[src/rtl/matrix_input_collector.sv]
// matrix_input_collector
//   Collects one matrix frame from a beat stream (row count, column count, then row*col
//   elements in row-major order) and hands it to the storage stage as a single write.
//   Successive committed frames go to successive global slots, wrapping at MATRIX_NUM.
//
// Ports
//   clk, rst_n          clock, asynchronous active-low reset
//   in_valid, in_data   upstream beat; transfers when in_valid && in_ready
//   in_ready            high in every state except COMMIT
//   abort               drop the frame in progress (GET_COL / GET_DATA only)
//   wr_en               one-cycle write pulse; target_idx/write_row/write_col/data_flat valid
//   done                frame committed (same cycle as wr_en)
//   err, err_code       frame rejected pulse; 1 = bad dimension, 2 = bad element, 3 = abort
//   busy                state is not IDLE
//
// Build option
//   MATRIX_ELEM_RANGE_CHECK_EN  reject any element beat greater than 9 (err_code 2)

module matrix_input_collector #(
    parameter int unsigned DATA_WIDTH = 8,
    parameter int unsigned MAX_SIZE   = 5,
    parameter int unsigned MATRIX_NUM = 8
) (
    input  logic                       clk,
    input  logic                       rst_n,
    input  logic                       in_valid,
    input  logic [DATA_WIDTH-1:0]      in_data,
    output logic                       in_ready,
    input  logic                       abort,
    output logic                       wr_en,
    output logic [2:0]                 target_idx,
    output logic [2:0]                 write_row,
    output logic [2:0]                 write_col,
    output logic [25*DATA_WIDTH-1:0]   data_flat,
    output logic                       done,
    output logic                       err,
    output logic [1:0]                 err_code,
    output logic                       busy
);

    localparam int unsigned NumElem = 25;
    localparam logic [DATA_WIDTH-1:0] MaxDim = DATA_WIDTH'(MAX_SIZE);
    localparam logic [2:0] IdxLast = 3'(MATRIX_NUM - 1);

    typedef enum logic [1:0] {
        StIdle,
        StGetCol,
        StGetData,
        StCommit
    } state_e;

    state_e                     state_q, state_d;
    logic [2:0]                 row_q, row_d;
    logic [4:0]                 cnt_q, cnt_d;
    logic [4:0]                 total_q, total_d;
    logic [2:0]                 idx_q, idx_d;
    logic [2:0]                 wrow_q, wrow_d;
    logic [2:0]                 wcol_q, wcol_d;
    logic [25*DATA_WIDTH-1:0]   data_q, data_d;
    logic                       err_q, err_d;
    logic [1:0]                 err_code_q, err_code_d;

    logic beat;
    logic dim_bad;
    logic elem_bad;

    assign in_ready = (state_q != StCommit);
    assign beat     = in_valid && in_ready;
    assign dim_bad  = (in_data == '0) || (in_data > MaxDim);

`ifdef MATRIX_ELEM_RANGE_CHECK_EN
    localparam logic [DATA_WIDTH-1:0] ElemMax = DATA_WIDTH'(9);
    assign elem_bad = (in_data > ElemMax);
`else
    assign elem_bad = 1'b0;
`endif

    always_comb begin
        state_d    = state_q;
        row_d      = row_q;
        cnt_d      = cnt_q;
        total_d    = total_q;
        idx_d      = idx_q;
        wrow_d     = wrow_q;
        wcol_d     = wcol_q;
        data_d     = data_q;
        err_d      = 1'b0;
        err_code_d = 2'd0;

        unique case (state_q)
            StIdle: begin
                if (beat) begin
                    if (dim_bad) begin
                        err_d      = 1'b1;
                        err_code_d = 2'd1;
                    end else begin
                        row_d   = in_data[2:0];
                        state_d = StGetCol;
                    end
                end
            end
            StGetCol: begin
                // Abort beats a coincident handshake; the beat is discarded.
                if (abort) begin
                    err_d      = 1'b1;
                    err_code_d = 2'd3;
                    state_d    = StIdle;
                end else if (beat) begin
                    if (dim_bad) begin
                        err_d      = 1'b1;
                        err_code_d = 2'd1;
                        state_d    = StIdle;
                    end else begin
                        // Output dimensions and payload change only here, so the last
                        // committed frame stays visible until a new frame starts its data.
                        wrow_d  = row_q;
                        wcol_d  = in_data[2:0];
                        total_d = {2'b00, row_q} * {2'b00, in_data[2:0]};
                        cnt_d   = 5'd0;
                        data_d  = '0;
                        state_d = StGetData;
                    end
                end
            end
            StGetData: begin
                if (abort) begin
                    err_d      = 1'b1;
                    err_code_d = 2'd3;
                    state_d    = StIdle;
                end else if (beat) begin
                    if (elem_bad) begin
                        err_d      = 1'b1;
                        err_code_d = 2'd2;
                        state_d    = StIdle;
                    end else begin
                        for (int k = 0; k < NumElem; k++) begin
                            if (cnt_q == 5'(k)) begin
                                data_d[k*DATA_WIDTH +: DATA_WIDTH] = in_data;
                            end
                        end
                        if (cnt_q == total_q - 5'd1) begin
                            state_d = StCommit;
                        end else begin
                            cnt_d = cnt_q + 5'd1;
                        end
                    end
                end
            end
            StCommit: begin
                // Slot index advances only after the write has used it.
                idx_d   = (idx_q == IdxLast) ? 3'd0 : idx_q + 3'd1;
                state_d = StIdle;
            end
            default: state_d = StIdle;
        endcase
    end

    always_ff @(posedge clk or negedge rst_n) begin
        if (!rst_n) begin
            state_q    <= StIdle;
            row_q      <= 3'd0;
            cnt_q      <= 5'd0;
            total_q    <= 5'd0;
            idx_q      <= 3'd0;
            wrow_q     <= 3'd1;
            wcol_q     <= 3'd1;
            data_q     <= '0;
            err_q      <= 1'b0;
            err_code_q <= 2'd0;
        end else begin
            state_q    <= state_d;
            row_q      <= row_d;
            cnt_q      <= cnt_d;
            total_q    <= total_d;
            idx_q      <= idx_d;
            wrow_q     <= wrow_d;
            wcol_q     <= wcol_d;
            data_q     <= data_d;
            err_q      <= err_d;
            err_code_q <= err_code_d;
        end
    end

    // The write pulse is the COMMIT state itself, so a reset during COMMIT kills it at once.
    assign wr_en      = (state_q == StCommit);
    assign done       = (state_q == StCommit);
    assign busy       = (state_q != StIdle);
    assign target_idx = idx_q;
    assign write_row  = wrow_q;
    assign write_col  = wcol_q;
    assign data_flat  = data_q;
    assign err        = err_q;
    assign err_code   = err_code_q;

endmodule

[config.mk]
export PLATFORM = sky130hd
export DESIGN_NAME = matrix_input_collector
export DESIGN_NICKNAME = d
export VERILOG_FILES = /design/src/rtl/matrix_input_collector.sv
export SDC_FILE = /design/constraint.sdc
export NUM_CORES = 1
export LEC_CHECK = 0
export CORE_UTILIZATION = 45
export CTS_BUF_LIST = sky130_fd_sc_hd__clkbuf_8
export DETAILED_ROUTE_END_ITERATION = 8
export MAX_ROUTING_LAYER = met4
export PLACE_DENSITY = 0.74
export SYNTH_ARGS = -nofsm -noshare
export SYNTH_HDL_FRONTEND = slang
export SYNTH_SLANG_ARGS = --single-unit
[constraint.sdc]
create_clock -name clk -period 5.3 [get_ports clk]
set_input_delay 1.06 -clock clk [delete_from_list [all_inputs] [get_ports clk]]
set_output_delay 1.06 -clock clk [all_outputs]
set_load 0.01 [all_outputs]
==> results.cfg <==
[hold_path]
min_path_type = reg2reg
whs_path_depth = 2
worstHoldStart = write_col[0]
min_to = write_col[0]

[worst_setup_path]
r2r-end = data_flat[152]
arrival_ns = 3.89
r2r_start = state_q[0]
critical_path_class = in2reg
worstPathMaxFanout = 13
crit_path_max_incr_delay_ns = 0.62
crit_slowest_cell = nor4_4
cp-end-kind = flop
required_ns = 5.70
rrSetupSlack_ns = 2.39
cp-start-kind = input pin
rr_worst_depth = 7
crit_chain = clkdlybuf4s50_1, a211o_1, nor4_4, nor2_4, buf_4, nor2_2, mux2_2

[detailed_routing]
drc_errors = 0
wirelength_mm = 24.9
avgRoutedWirePerCell_um = 20.9
dr.pass1.iters = 4
vias = 6225
vias_per_cell = 5.24
ant_nets = 0
first_iter_violations = 310

[floorplan]
row_count = 52
core_region_area_um2 = 20400
die_width_um = 147
dieArea_um2 = 21500
fp.dieH_um = 147
initial_utilization = 0.461
ios = 228

[timing]
relSlewSlack = 0.173
holdWs_ns = 0.457
rsz0062_at_grt = false
hold_violations = 0
min_period_over_period = 0.659
fin_skew_ns = 0.0148
drv_slew = 0
worst_slew_pin_slew_ns = 1.24
fin_setup_tns_ns = 0
post-route-worst-setup-slack_ns = 1.81
finalCriticalPeriod_ns = 3.49
max_freq_mhz = 286
setup_viol = 0

[placement]
dp_hpwl_mm = 16.6
place_area_um2 = 12000
dp_slack_ns = 1.28
io_buffers = 227
gp_congestion = 0.812

[yosys]
synth_cell_types = 48
yosysSeqAreaShare = 0.605
synth-seq-cells = 227
synth_top_area_cell = dfrtp_1
avgSynthCellArea_um2 = 14.6
synth-main-ff-cell = dfrtp_1
synthArstFlopShare = 1.00
synth_fp_nets = 670
synth_top_area_frac = 0.599
yosys_warnings = 0
syn-cell-area_um2 = 9400
synth-edff-count = 0
yosys-top-cells-area = dfrtp_1 (60%), mux2_2 (23%), nor2_8 (1.5%), ha_1 (1.5%), nand2_1 (1.1%)
syn_inst = 645

[clock_tree]
hold_buffers = 0
cts_resized = 0
clock-sinks = 227
path_clk_slew_ns = 0.06
clock_path_buffers = 3
clk_latency_ns = 0.53
cts_buffers = 38
cts_tree = yes
cts_root_buffer = clkbuf_8
post_cts_buffers = 0
cts.htree.levels = 2

[global_routing]
grt_max_degree = 123
grt_pass1_vias = 6649
antenna_found_initial = 0
grt_util_all_layers = 0.246
grt_overflow = 0
grt_pass1_wl_mm = 39.0

[cells_and_area]
layout.nets = 916
layout_commonest_cell = clkdlybuf4s50_1
design_area_um2 = 12700
nFillCells = 1559
final_cell_mix = clkdlybuf4s50_1 (226), dfrtp_1 (225), mux2_2 (194), clkbuf_8 (53), nand2_1 (27)
drive_gt1_frac = 0.317
fin_util = 0.626
syn2layout_area_growth_pct = 35.7
antenna_cells = 0

[pwr]
leakage_nw = 6.14
ir_drop_uv = 193
power.density_nw_per_um2 = 279

[run_status]
status = complete, no violations

[job]
maxCapViolations = 0
[per-stage QoR]
step / instances / power (mW)
after global placement: 1121 / 2.01
after detailed placement: 1121 / 2.02
after CTS: 1189 / 3.60
after floorplan: 645 / 1.90
after global routing: 1189 / 3.69
final: 1189 / 3.55
[cell type report]
class                   count  area [um^2]  share of cell area
clock inverters            15         60.1             0.00471
flip-flops and latches    227         5680               0.446
inverters                  11         41.3             0.00324
multi-input cells         378         3550               0.278
clock buffers              53          729              0.0572
well taps                 270          338              0.0265
repair buffers            235         2350               0.184
[registers in the layout, summed over array words and instances (netlist names)]
| signal | count |
|---|---|
| cnt_q | 5 |
| data_flat | 200 |
| err | 1 |
| err_code | 2 |
| row_q | 3 |
| state_q | 2 |
| target_idx | 3 |
| total_q | 5 |
| write_col | 3 |
| write_row | 3 |
[kinds of logic (layout without fill, tap and decap cells)]
kind of cell | after synthesis | in the layout | share of synthesized area
flip-flops | 227 | 227 | 0.605
AO/OA/AOI/OAI | 52 | 52 | 0.0376
buffers and inverters | 40 | 314 | 0.0177
adder cells (fa/ha/maj) | 13 | 13 | 0.0189
AND/OR/NAND/NOR | 107 | 107 | 0.0762
multiplexers | 199 | 199 | 0.238
XOR/XNOR | 7 | 7 | 0.00652
[power breakdown]
group,internal [mW],leakage [nW],switching (mW)
clock,0.884,0.457,0.686
sequential,1.76,3.12,0.0309
combinational,0.0870,2.56,0.103
[critical path: cells and delay by family]
family          cells  cell delay, ns
mux                 1            0.39
compound gates      1            0.37
simple gates        3            1.17
buf+inv             2            0.88
[worst max-delay path by stage]
| stage | startpoint | endpoint | slack, ns | cells past startpoint |
|---|---|---|---|---|
| after floorplan | in_data[2] | total_q[4] | 2.37 | 10 |
| after global routing | in_data[2] | data_flat[136] | 1.64 | 7 |
| final | in_data[2] | data_flat[152] | 1.81 | 7 |
| after CTS | in_data[4] | data_flat[136] | 1.82 | 7 |
| after detailed placement | in_data[4] | data_flat[135] | 1.28 | 7 |
| after global placement | in_data[4] | data_flat[143] | 1.33 | 7 |
[cell usage after synthesis, types with 3 or more instances]
library cell,n
dfrtp_1,225
mux2_2,194
nand2_1,27
clkbuf_1,24
a21oi_1,18
and2_1,15
ha_1,11
inv_1,11
and3_1,10
nor2_2,9
nor2b_1,9
a22o_1,8
o21ai_2,8
nor2_8,7
nor3_1,5
o21ai_0,5
mux2_1,4
nor2_1,4
or2_2,4
xnor2_1,4
nand2b_1,3
nand3_1,3
nor3b_1,3
xor2_1,3
[per-layer routing]
layer  global-route usage  wire length [um]
met3               0.0847              2090
met5                    -                 0
met1                0.300             10500
met2                0.388             11900
met4               0.0667               458
(Power assumes the default switching activity.)
